===== config.mk =====
export PLATFORM = sky130hd
export DESIGN_NAME = csr_unit_m
export DESIGN_NICKNAME = d
export VERILOG_FILES = /design/src/rtl/csr_unit_m.sv
export SDC_FILE = /design/constraint.sdc
export NUM_CORES = 1
export LEC_CHECK = 0
export BUFFER_PORTS_ARGS = -buffer_cell sky130_fd_sc_hd__buf_2
export CAP_MARGIN = 40
export CORE_MARGIN = 10
export CORE_UTILIZATION = 54
export CTS_BUF_LIST = sky130_fd_sc_hd__clkbuf_8 sky130_fd_sc_hd__clkbuf_16
export CTS_CLUSTER_SIZE = 12
export DETAILED_ROUTE_END_ITERATION = 10
export PLACE_DENSITY = 0.77
export SLEW_MARGIN = 10
export SYNTH_ARGS = -nofsm -noshare
export SYNTH_HDL_FRONTEND = slang
export SYNTH_SLANG_ARGS = --single-unit

===== constraint.sdc =====
create_clock -name clock -period 2.4 [get_ports clock]
set_clock_uncertainty 0.2 [all_clocks]
set_input_delay 0.36 -clock clock [delete_from_list [all_inputs] [get_ports clock]]
set_output_delay 0.36 -clock clock [all_outputs]
set_load 0.005 [all_outputs]

===== src/rtl/csr_unit_m.sv =====
`default_nettype none
// ============================================================================
// Module      : csr_unit_m
// Description : Machine-mode CSR unit. Holds mstatus/mie/mtvec/mscratch/
//               mepc/mcause/mtval, exposes read-only mip/mhartid/misa, and
//               optional 64-bit mcycle/minstret counters. Decides traps
//               (exception beats interrupt; ext > soft > timer), handles
//               mret, and produces a registered one-cycle trap redirect.
// Ports       : clock/reset_n              clock, async active-low reset
//               csr_addr/csr_op/csr_w_data  CSR access (none/write/set/clear)
//               csr_r_data/csr_illegal      combinational read and legality
//               pc, retire                  current pc, retire strobe
//               irq_ext/irq_timer/irq_soft  level interrupt requests
//               exc_req/exc_cause/exc_tval  synchronous exception
//               mret                        return from trap
//               trap_taken/trap_pc          registered redirect pulse/target
//               mepc                        current return target
// Revision    : 1.0 - initial release
// ============================================================================
module csr_unit_m #(
  parameter int             XLEN        = 32,
  parameter logic [XLEN-1:0] MTVEC_RESET = 32'h000000F0,
  parameter int             COUNTER_EN  = 1,
  parameter logic [XLEN-1:0] HART_ID     = '0
) (
  input  logic            clock,
  input  logic            reset_n,
  input  logic [11:0]     csr_addr,
  input  logic [1:0]      csr_op,
  input  logic [XLEN-1:0] csr_w_data,
  output logic [XLEN-1:0] csr_r_data,
  output logic            csr_illegal,
  input  logic [XLEN-1:0] pc,
  input  logic            retire,
  input  logic            irq_ext,
  input  logic            irq_timer,
  input  logic            irq_soft,
  input  logic            exc_req,
  input  logic [3:0]      exc_cause,
  input  logic [XLEN-1:0] exc_tval,
  input  logic            mret,
  output logic            trap_taken,
  output logic [XLEN-1:0] trap_pc,
  output logic [XLEN-1:0] mepc
);

  localparam logic [11:0] c_MSTATUS   = 12'h300;
  localparam logic [11:0] c_MISA      = 12'h301;
  localparam logic [11:0] c_MIE       = 12'h304;
  localparam logic [11:0] c_MTVEC     = 12'h305;
  localparam logic [11:0] c_MSCRATCH  = 12'h340;
  localparam logic [11:0] c_MEPC      = 12'h341;
  localparam logic [11:0] c_MCAUSE    = 12'h342;
  localparam logic [11:0] c_MTVAL     = 12'h343;
  localparam logic [11:0] c_MIP       = 12'h344;
  localparam logic [11:0] c_MCYCLE    = 12'hB00;
  localparam logic [11:0] c_MINSTRET  = 12'hB02;
  localparam logic [11:0] c_MCYCLEH   = 12'hB80;
  localparam logic [11:0] c_MINSTRETH = 12'hB82;
  localparam logic [11:0] c_MHARTID   = 12'hF14;
  localparam logic [XLEN-1:0] c_MISA_VAL = 32'h40000100;
  localparam logic [XLEN-1:0] c_LOW2     = {{(XLEN-2){1'b1}}, 2'b00};

  // Architectural state. Interrupt-enable/pending vectors are packed as
  // [2]=external(bit 11), [1]=timer(bit 7), [0]=software(bit 3).
  logic            r_mstatus_mie;
  logic            r_mstatus_mpie;
  logic [2:0]      r_mie;
  logic [XLEN-1:0] r_mtvec;
  logic [XLEN-1:0] r_mscratch;
  logic [XLEN-1:0] r_mepc;
  logic [XLEN-1:0] r_mcause;
  logic [XLEN-1:0] r_mtval;
  logic [63:0]     r_mcycle;
  logic [63:0]     r_minstret;
  logic            r_trap_taken;
  logic [XLEN-1:0] r_trap_pc;

  logic [XLEN-1:0] w_rdata;
  logic            w_addr_ok;
  logic            w_read_only;
  logic            w_illegal;
  logic            w_we;
  logic [XLEN-1:0] w_wval;
  logic [2:0]      w_mip;
  logic [2:0]      w_pend;
  logic            w_irq;
  logic [3:0]      w_irq_code;
  logic            w_trap;
  logic [XLEN-1:0] w_base;
  logic [XLEN-1:0] w_trap_target;

  assign w_mip = {irq_ext, irq_timer, irq_soft};

  // Current-value read mux; also classifies the address.
  always_comb begin
    w_rdata     = '0;
    w_addr_ok   = 1'b0;
    w_read_only = 1'b0;
    case (csr_addr)
      c_MSTATUS: begin
        w_addr_ok     = 1'b1;
        w_rdata[12:11] = 2'b11;
        w_rdata[7]    = r_mstatus_mpie;
        w_rdata[3]    = r_mstatus_mie;
      end
      c_MISA: begin
        w_addr_ok = 1'b1;
        w_rdata   = c_MISA_VAL;
      end
      c_MIE: begin
        w_addr_ok   = 1'b1;
        w_rdata[11] = r_mie[2];
        w_rdata[7]  = r_mie[1];
        w_rdata[3]  = r_mie[0];
      end
      c_MTVEC:    begin w_addr_ok = 1'b1; w_rdata = r_mtvec;    end
      c_MSCRATCH: begin w_addr_ok = 1'b1; w_rdata = r_mscratch; end
      c_MEPC:     begin w_addr_ok = 1'b1; w_rdata = r_mepc;     end
      c_MCAUSE:   begin w_addr_ok = 1'b1; w_rdata = r_mcause;   end
      c_MTVAL:    begin w_addr_ok = 1'b1; w_rdata = r_mtval;    end
      c_MIP: begin
        w_addr_ok   = 1'b1;
        w_read_only = 1'b1;
        w_rdata[11] = w_mip[2];
        w_rdata[7]  = w_mip[1];
        w_rdata[3]  = w_mip[0];
      end
      c_MCYCLE: begin
        w_addr_ok = (COUNTER_EN != 0);
        w_rdata   = XLEN'(r_mcycle[31:0]);
      end
      c_MCYCLEH: begin
        w_addr_ok = (COUNTER_EN != 0);
        w_rdata   = XLEN'(r_mcycle[63:32]);
      end
      c_MINSTRET: begin
        w_addr_ok = (COUNTER_EN != 0);
        w_rdata   = XLEN'(r_minstret[31:0]);
      end
      c_MINSTRETH: begin
        w_addr_ok = (COUNTER_EN != 0);
        w_rdata   = XLEN'(r_minstret[63:32]);
      end
      c_MHARTID: begin
        w_addr_ok   = 1'b1;
        w_read_only = 1'b1;
        w_rdata     = HART_ID;
      end
      default: begin
        w_addr_ok = 1'b0;
      end
    endcase
  end

  assign w_illegal   = !w_addr_ok || (w_read_only && (csr_op != 2'b00));
  assign csr_illegal = w_illegal;
  assign csr_r_data  = w_illegal ? '0 : w_rdata;

  // Write/set/clear operate on the pre-update value.
  always_comb begin
    case (csr_op)
      2'b01:   w_wval = csr_w_data;
      2'b10:   w_wval = w_rdata | csr_w_data;
      2'b11:   w_wval = w_rdata & ~csr_w_data;
      default: w_wval = w_rdata;
    endcase
  end
  assign w_we = (csr_op != 2'b00) && !w_illegal;

  // Trap decision: any exception traps; interrupts need global MIE.
  assign w_pend = r_mie & w_mip;
  assign w_irq  = r_mstatus_mie && (w_pend != 3'b000) && !exc_req;
  always_comb begin
    if (w_pend[2])      w_irq_code = 4'd11;
    else if (w_pend[0]) w_irq_code = 4'd3;
    else                w_irq_code = 4'd7;
  end
  assign w_trap = exc_req || w_irq;

  assign w_base = r_mtvec & c_LOW2;
  assign w_trap_target = (r_mtvec[0] && w_irq)
                         ? (w_base + {{(XLEN-6){1'b0}}, w_irq_code, 2'b00})
                         : w_base;

  always_ff @(posedge clock or negedge reset_n) begin
    if (!reset_n) begin
      r_mstatus_mie  <= 1'b0;
      r_mstatus_mpie <= 1'b0;
      r_mie          <= 3'b000;
      r_mtvec        <= MTVEC_RESET & ~XLEN'(2);
      r_mscratch     <= '0;
      r_mepc         <= '0;
      r_mcause       <= '0;
      r_mtval        <= '0;
      r_trap_taken   <= 1'b0;
      r_trap_pc      <= '0;
    end else begin
      r_trap_taken <= w_trap;
      if (w_trap) begin
        r_trap_pc <= w_trap_target;
      end

      // Trap entry outranks mret, which outranks a software mstatus write.
      if (w_trap) begin
        r_mstatus_mpie <= r_mstatus_mie;
        r_mstatus_mie  <= 1'b0;
      end else if (mret) begin
        r_mstatus_mie  <= r_mstatus_mpie;
        r_mstatus_mpie <= 1'b1;
      end else if (w_we && (csr_addr == c_MSTATUS)) begin
        r_mstatus_mie  <= w_wval[3];
        r_mstatus_mpie <= w_wval[7];
      end

      if (w_trap) begin
        r_mepc <= pc & c_LOW2;
      end else if (w_we && (csr_addr == c_MEPC)) begin
        r_mepc <= w_wval & c_LOW2;
      end

      if (w_trap) begin
        r_mcause <= w_irq ? {1'b1, {(XLEN-5){1'b0}}, w_irq_code}
                          : {{(XLEN-4){1'b0}}, exc_cause};
      end else if (w_we && (csr_addr == c_MCAUSE)) begin
        r_mcause <= w_wval;
      end

      if (w_trap) begin
        r_mtval <= w_irq ? '0 : exc_tval;
      end else if (w_we && (csr_addr == c_MTVAL)) begin
        r_mtval <= w_wval;
      end

      // These commit even alongside a trap.
      if (w_we && (csr_addr == c_MIE)) begin
        r_mie <= {w_wval[11], w_wval[7], w_wval[3]};
      end
      if (w_we && (csr_addr == c_MTVEC)) begin
        r_mtvec <= w_wval & ~XLEN'(2);
      end
      if (w_we && (csr_addr == c_MSCRATCH)) begin
        r_mscratch <= w_wval;
      end
    end
  end

  generate
    if (COUNTER_EN != 0) begin : g_counters
      // A write to either half replaces it and suppresses that cycle's
      // increment, so no carry can leak into the other half.
      always_ff @(posedge clock or negedge reset_n) begin
        if (!reset_n) begin
          r_mcycle   <= '0;
          r_minstret <= '0;
        end else begin
          if (w_we && (csr_addr == c_MCYCLE)) begin
            r_mcycle[31:0] <= w_wval[31:0];
          end else if (w_we && (csr_addr == c_MCYCLEH)) begin
            r_mcycle[63:32] <= w_wval[31:0];
          end else begin
            r_mcycle <= r_mcycle + 64'd1;
          end

          if (w_we && (csr_addr == c_MINSTRET)) begin
            r_minstret[31:0] <= w_wval[31:0];
          end else if (w_we && (csr_addr == c_MINSTRETH)) begin
            r_minstret[63:32] <= w_wval[31:0];
          end else if (retire) begin
            r_minstret <= r_minstret + 64'd1;
          end
        end
      end
    end else begin : g_no_counters
      assign r_mcycle   = '0;
      assign r_minstret = '0;
    end
  endgenerate

  assign trap_taken = r_trap_taken;
  assign trap_pc    = r_trap_pc;
  assign mepc       = r_mepc;

endmodule
`default_nettype wire

==> summary.txt, run 1 <==
Status - did not finish
Halt Stage - global routing
First Err - [ERROR GRT-0232] Routing congestion too high. Check the congestion heatmap in the GUI.
Post-Syn Area - 20000 sq um
Largest net degree at the start of global routing - 72
Clock Tree Buf Depth - 3
Count of cell types in the netlist - 103
Pre-CTS worst setup slack - -0.854 ns
CTS root buffer - clkbuf_16
Port bufs - 213
Sequential fraction of the synthesis area - 0.403
Site Rows - 70
Gr ovfl total - 758
Mapped Avg Cell Area - 8.96 sq um
GR repair worst EP - csr_r_data[23]
CTS Sinks - 321
Asr flop ratio synth - 1.00
GP Congestion - 1.17
Worst EP kind - primary output
GRT Util Overall - 0.848
Chip height - 212 microns
H-Tree Depth - 2
Placed Cells - 3376
Dpl hpwl - 78600 microns
Die W - 212 microns
EDFF count, synth - 0
Most used DFF post-synth - dfrtp_1
Starting Density - 0.546
Cells after Synth - 2227
Ys Warns - 0
IO Count - 220
#FFs+latches synth - 321
Inserted Clock Buffers - 38
[timing repair]
action | in CTS
pin swaps | 154
hold endpoints to repair | 122
hold buffers | 66
setup endpoints to repair | 244
gates cloned | 6
buffers inserted | 143
gates resized for setup | 436
[synth_stat cells (all sizes together), types with 52 or more instances]
cell | n | share of area
dfrtp | 317 | 0.40
nor3 | 57 | 0.018
clkbuf | 75 | 0.014
a21oi | 152 | 0.038
mux2i | 59 | 0.030
o21ai | 191 | 0.048
and3 | 53 | 0.017
nand3 | 105 | 0.027
nand4 | 52 | 0.017
nand2 | 261 | 0.049
xnor2 | 55 | 0.024
nor2 | 155 | 0.029
buf | 89 | 0.026
[logic make-up after synthesis]
family / Yosys count / share of synthesized area
buffers and inverters: 210 / 0.0492
muxes: 111 / 0.0685
DFF: 321 / 0.403
and+or+nand+nor: 811 / 0.214
xor gates and xnor gates: 94 / 0.0413
other: 1 / 0.000188
adders and majority gates: 5 / 0.00313
AOI/OAI and AO/OA: 674 / 0.221
[routing by layer]
metal  global-route usage  overflow
met4                0.889       271
met2                0.952       413
met3                0.789        33
met1                0.808        38
met5                0.534         3
[per-stage QoR]
stage,hold WS [ns],TNS (ns),area [sq um],utilization
2_1_floorplan,-0.136,-8.07,20500,-
3_3_place_gp,0.201,-165.17,26600,0.728
3_5_place_dp,0.204,-178.75,26600,0.728
4_1_cts,0.105,-17.08,31500,0.863
==> run 2, diff against run 1 <==
- CORE_UTILIZATION: 54 -> 40
- CTS_BUF_LIST: sky130_fd_sc_hd__clkbuf_8 sky130_fd_sc_hd__clkbuf_16 -> default
- CTS_CLUSTER_SIZE: 12 -> default
- PLACE_DENSITY: 0.77 -> default
- PLACE_DENSITY_LB_ADDON: default -> 0.15
- clock period: 2.4 -> 3.12 ns (I/O delays scaled with it)
==> run 2 against run 1 <==
Compared with the run above: synthesized cell count stayed put; the flow now finishes, with violations (negative setup slack); area after synthesis did not move.
==> summary.txt, run 2 <==
Die ar. - 59200 sq um
Highest metal used - met5
Most frequent cells after synthesis - dfrtp_1 (317), nand2_1 (261), o21ai_0 (159), nor2_1 (153), a21oi_1 (152)
Worst Tran Pin Value - 1.03 ns
Starting Density - 0.406 (-0.140)
Status - complete, but fails checks
Via count - 21979
Seq pwr share - 0.396
EDFF count, synth - 0 (unchanged)
Post-synth top area cell - dfrtp_1
CTS tree - built
Ys Warns - 0 (unchanged)
# fillers - 4478
Asr flop ratio synth - 1.00 (unchanged)
Die W - 243 microns (+15%)
Hold path depth - 3
Cells after Synth - 2227 (unchanged)
GP Congestion - 1.05 (-9.9%)
Fin. Hold Viols - 0
Hold-critical path endpoint - r_mcause[0]$_DFFE_PN0P_
Area growth syn-to-layout - 38.0%
Post-Syn Area - 20000 sq um (unchanged)
Internal - 8.33 mW
CP Class - reg2out
CTS Sinks - 321 (unchanged)
Worst vdd ir - 0.412 mV
Final Net Count - 2969
Placed Cells - 3376 (unchanged)
Combinational group share of total power - 0.173
Most common cell after layout, fill and taps aside - buf_4
Reg2Reg Depth - 8
Wirelength per Cell - 29.8 microns
Antenna violations before repair - 4
Top cells by area, synth - dfrtp_1 (40%), nand2_1 (4.9%), o21ai_0 (4.0%), a21oi_1 (3.8%), mux2i_1 (3.0%)
Count of cell types in the netlist - 103 (unchanged)
Clock share of power - 0.431
Max Cap Viol - 0
Placement Cell Area - 24900 sq um (-6.4%)
Crit Path Max Fanout - 2
Psw - 3.58 mW
Reg2Reg Launch Point - r_minstret[41]$_DFFE_PN0P_
Final ANT Viol Nets - 0
Setup Viol. Count Final - 5
Worst Setup Start Kind - flip-flop
Port bufs - 213 (unchanged)
GRT Util Overall - 0.345
Fmax - 304 MHz
Clk_lat worst skew - 0.60 ns
Cell area after layout - 27500 sq um
Worst EP arrival - 2.62 ns
Clock Tree Buf Depth - 3 (unchanged)
Sw Ratio - 0.301
Core area - 49200 sq um
Vias in the first global route - 21205
Pins Over Slew Limit - 0
Sequential fraction of the synthesis area - 0.403 (unchanged)
Hold Crit Start - exc_cause[0]
Mapped Avg Cell Area - 8.96 sq um (unchanged)
IO Count - 220 (unchanged)
Most frequent cells in the layout - buf_4 (399), dfrtp_1 (313), nand2_1 (260)
Multi-input logic area - 11300 sq um
DR vias/cell - 6.21
Inserted Clock Buffers - 40 (+5.3%)
RSZ-0062 raised after global routing - yes
Hold WC Path Type - in2reg
Post-synth top area share - 0.397 (unchanged)
Gr ovfl total - 0
Site Rows - 81 (+16%)
Register Area - 8040 sq um
Failing checks - negative setup slack
Worst R2R End - r_minstret[41]$_DFFE_PN0P_
Share of layout cells above drive strength 1 - 0.316
CTS root buffer - clkbuf_16
Leakage - 12.5 nW
WL final - 105000 microns
PD cells - 432 nW/um^2
Power Total - 11.9 mW
DR DRC count - 0
Chip height - 243 microns (+15%)
Metal2 WL - 44400 microns
First-pass GRT wire length - 151000 microns
Reg2reg setup slack - 0.04 ns
Final worst-path cycle share - 1.05
DRT met1 WL - 44200 microns
Met3 wire len - 11400 microns
Dpl hpwl - 82100 microns (+4.5%)
Most used DFF post-synth - dfrtp_1
Post-route minimum period - 3.29 ns
Crit path required time - 2.45 ns
Initial DRC Count - 2979
1st-pass router iterations - 6
Top flop regs - r_mcycle (64), r_minstret (64)
Most common cell in the netlist - dfrtp_1
Non-filler cells, final - 3541
Setup TNS - -0.405 ns
Crit. End Element - primary output
H-Tree Depth - 2 (unchanged)
Worst slew margin - 0.315
Worst setup margin - -0.168 ns
#FFs+latches synth - 321 (unchanged)
Clk slew on worst S/H paths - 0.06 ns
Largest net degree at the start of global routing - 97
run 2: cell counts after synthesis:
No cell type changed its count.
run 2: through the flow:
step           utilization  setup WS [ns]  hold slack [ns]
2_1_floorplan            -          0.369          -0.0276
3_3_place_gp         0.506         -0.707            0.251
3_5_place_dp         0.506         -0.722            0.263
4_1_cts              0.553         -0.149          0.00579
5_1_grt              0.560         -0.159           0.0339
6_report             0.560         -0.168           0.0127
run 2: metal layers:
layer	up-vias	GRT usage
li1	9535	-
met1	10920	0.470
met2	1287	0.499
met3	235	0.0919
met4	2	0.163
met5	-	0
run 2: cell type report:
| class | count | area share |
|---|---|---|
| multi-input combinational | 1699 | 0.409 |
| clock buffer | 54 | 0.0401 |
| tap | 664 | 0.0302 |
| clock inverter | 18 | 0.0114 |
| sequential | 321 | 0.292 |
| inverter | 46 | 0.00627 |
| timing repair buffer | 734 | 0.210 |
| antenna | 5 | 0.000454 |
run 2: worst max path at each step:
stage                     slack, ns                        to                       start
final                         -0.17             csr_r_data[9]  r_minstret[41]$_DFFE_PN0P_
after global placement        -0.71    r_mtval[0]$_DFFE_PN0P_                 csr_addr[1]
after detailed placement      -0.72    r_mtval[0]$_DFFE_PN0P_                 csr_addr[1]
after global routing          -0.16             csr_r_data[9]  r_minstret[41]$_DFFE_PN0P_
after floorplan                0.37  r_mcycle[56]$_DFFE_PN0N_                 csr_addr[2]
after CTS                     -0.15             csr_r_data[9]  r_minstret[41]$_DFFE_PN0P_
run 2: critical path, cell delays in order (launching register included):
cell and delay (ns):
dfrtp_1 0.44, a22o_1 0.20, a222oi_1 0.87, and4_2 0.38, inv_2 0.04, buf_6 0.10
run 2: power groups by stage:
stage	Sequential (mW)	Combinational, mW	Clock (mW)
after global routing	4.73	2.16	5.31
after global placement	4.77	1.88	0
final	4.72	2.06	5.13
after detailed placement	4.78	1.91	0
after floorplan	4.66	0.793	0
after CTS	4.71	1.99	5.15
run 2: timing repair:
| action | in CTS | in global routing |
|---|---|---|
| cloned | 0 | 0 |
| hold endpoints to repair | 111 | 0 |
| endpoints found under the setup margin | 32 | 25 |
| gates resized for setup | 47 | 53 |
| setup buffers | 10 | 21 |
| hold buffers | 61 | 0 |
| pin swaps | 8 | 20 |
run 2: cells by family after synthesis:
kind of cell / synth area share
flops: 0.403
other cells: 0.000188
buf+inv: 0.0492
simple gates: 0.214
compound gates: 0.221
fa+ha+maj: 0.00313
xor+xnor: 0.0413
mux: 0.0685
No activity file was read; power rests on OpenSTA's default activity.
==> run 3, diff against run 2 <==
--- a/constraint.sdc
+++ b/constraint.sdc
@@ -3,3 +3,3 @@
 set_input_delay 0.468 -clock clock [delete_from_list [all_inputs] [get_ports clock]]
 set_output_delay 0.468 -clock clock [all_outputs]
-set_load 0.005 [all_outputs]
+set_load 0.1 [all_outputs]
==> run 3 against run 2 <==
Compared with the run above: hold slack better by 0.0037 ns; worst setup slack better by 0.11 ns; the run still ends with negative setup slack left; register-to-register slack better by 0.16 ns.
==> summary.txt, run 3 (synthesis gave the netlist of run 2 again) <==
GP Congestion - 1.03 (-2.0%)
Setup Viol. Count Final - 6 (+1)
RSZ-0062 raised after global routing - yes
Worst setup margin - -0.0554 ns (+0.113 ns)
Pins Over Slew Limit - 0 (unchanged)
Met1 usage - 0.486 (+0.0163)
Failing checks - negative setup slack
Gr ovfl total - 0 (unchanged)
Worst Tran Pin Value - 0.935 ns (-0.0920 ns)
Site Rows - 81 (unchanged)
Starting Density - 0.406 (unchanged)
Clk slew on worst S/H paths - 0.06 ns (about the same)
Vias in the first global route - 21465 (+1.2%)
GRT Util Overall - 0.352 (+0.00724)
Via count - 22275 (+1.3%)
Max Cap Viol - 0 (unchanged)
Area growth syn-to-layout - 43.1%
IO Count - 220 (unchanged)
Met3 Usage GRT - 0.0912 (-0.000656)
Dpl hpwl - 83200 microns (+1.4%)
Worst EP arrival - 2.51 ns (-0.11 ns)
First-pass GRT wire length - 154000 microns (+2.2%)
WL final - 107000 microns (+1.7%)
Largest net degree at the start of global routing - 97 (unchanged)
Antenna violations before repair - 6 (+2)
Clock Tree Buf Depth - 3 (unchanged)
Initial DRC Count - 3247 (+9.0%)
Final ANT Viol Nets - 0 (unchanged)
GR Util met2 - 0.519 (+0.0200)
CTS Sinks - 321 (unchanged)
Fin. Hold Viols - 0 (unchanged)
CTS root buffer - clkbuf_16
Port bufs - 213 (unchanged)
Status - complete, but fails checks
PD cells - 427 nW/um^2 (-1.2%)
Placed Cells - 3401 (+0.74%)
Final Net Count - 2994 (+0.84%)
Worst slew margin - 0.376 (+0.0603)
Post-route minimum period - 3.18 ns (-0.113 ns)
Most frequent cells in the layout - buf_4 (404), dfrtp_1 (309), nand2_1 (259)
Crit path required time - 2.45 ns (about the same)
Final worst-path cycle share - 1.02 (-0.0362)
Hold WC Path Type - in2reg
Most common cell after layout, fill and taps aside - buf_4
Finished Core Util - 0.581 (+0.0208)
DR vias/cell - 6.25 (+0.64%)
Share of layout cells above drive strength 1 - 0.331 (+0.0146)
GRT busiest layer - met2
Crit. End Element - primary output
CP Class - reg2out
Fmax - 315 MHz (+3.6%)
Top flop regs - r_mcycle (64), r_minstret (64)
Leakage - 12.9 nW (+2.9%)
Inserted Clock Buffers - 40 (unchanged)
1st-pass router iterations - 6 (unchanged)
Clk_lat worst skew - 0.59 ns (about the same)
Worst vdd ir - 0.458 mV (+11%)
CTS tree - built
Core area - 49200 sq um (unchanged)
Die W - 243 microns (unchanged)
Die ar. - 59200 sq um (unchanged)
Non-filler cells, final - 3566 (+0.71%)
Chip height - 243 microns (unchanged)
H-Tree Depth - 2 (unchanged)
Wirelength per Cell - 30.1 microns (+1.0%)
Crit Path Max Fanout - 7 (+5)
Worst Setup Start Kind - flip-flop
DR DRC count - 0 (unchanged)
[run 3: power by group]
part	switching, mW	leakage [nW]	total [mW]	internal (mW)
Sequential	0.329	4.11	4.74	4.41
Combinational	1.77	8.09	2.66	0.891
Clock	1.99	0.660	4.81	2.82
[run 3: area by class of cell]
class                      count  area [sq um]
tap                          664           831
inverter                      46           173
fill                        4447         20600
multi-input combinational   1699         11400
sequential                   321          8050
timing repair buffer         759          6700
clock buffer                  58          1190
antenna                        6          15.0
clock inverter                13           158
[run 3: through the flow]
| stage | setup WS [ns] | setup TNS [ns] | cell area, sq um | power [mW] | hold slack (ns) |
|---|---|---|---|---|---|
| after floorplan | -0.544 | -9.44 | 20200 | 5.97 | -0.0276 |
| after global placement | -0.602 | -30.81 | 25900 | 7.25 | 0.252 |
| after global routing | -0.0714 | -0.190 | 28600 | 12.5 | 0.0402 |
| after CTS | -0.0453 | -0.0655 | 28300 | 12.2 | 0.00224 |
| final | -0.0554 | -0.195 | 28600 | 12.2 | 0.0164 |
| after detailed placement | -0.670 | -34.08 | 26000 | 7.28 | 0.262 |
[run 3: timing repair]
item / in CTS / in global routing
hold endpoints to repair: 130 / 0
pin swaps: 17 / 15
endpoints found under the setup margin: 29 / 23
hold buffers: 62 / 0
gates cloned: 0 / 0
resized for setup: 59 / 48
setup buffers: 20 / 12
[run 3: path summary, 6_finish.rpt]
| path | start | end | slack, ns | cells after the start |
|---|---|---|---|---|
| setup reg to reg | r_mie[2]$_DFFE_PN0P_ | trap_pc[18]$_DFFE_PN0P_ | 0.20 | 11 |
| setup / recovery | r_minstret[31]$_DFFE_PN0P_ | csr_r_data[31] | -0.06 | 7 |
| max in group asynchronous | reset_n | trap_pc[11]$_DFFE_PN0P_ | 1.47 | 3 |
| min in group asynchronous | reset_n | r_mcycle[10]$_DFFE_PN0P_ | 0.30 | 2 |
| hold reg to reg | trap_pc[7]$_DFFE_PN0P_ | trap_pc[7]$_DFFE_PN0P_ | 0.27 | 2 |
| hold / removal | pc[15] | mepc[15]$_DFFE_PN0P_ | 0.02 | 3 |
[run 3: worst max-delay path, cell delays in order, from the launching register on]
cell,delay [ns]
dfrtp_1,0.51
a22oi_1,0.43
nor2_2,0.12
a221o_1,0.30
nor2_1,0.21
buf_4,0.16
inv_2,0.04
buf_12,0.15
[run 3: layer usage]
| layer | routed length, microns | share of wire | vias to the layer above |
|---|---|---|---|
| li1 | - | - | 9587 |
| met1 | 45200 | 0.42 | 11105 |
| met2 | 45600 | 0.42 | 1351 |
| met3 | 11700 | 0.11 | 230 |
| met4 | 4720 | 0.044 | 2 |
| met5 | 12 | 0.00011 | - |
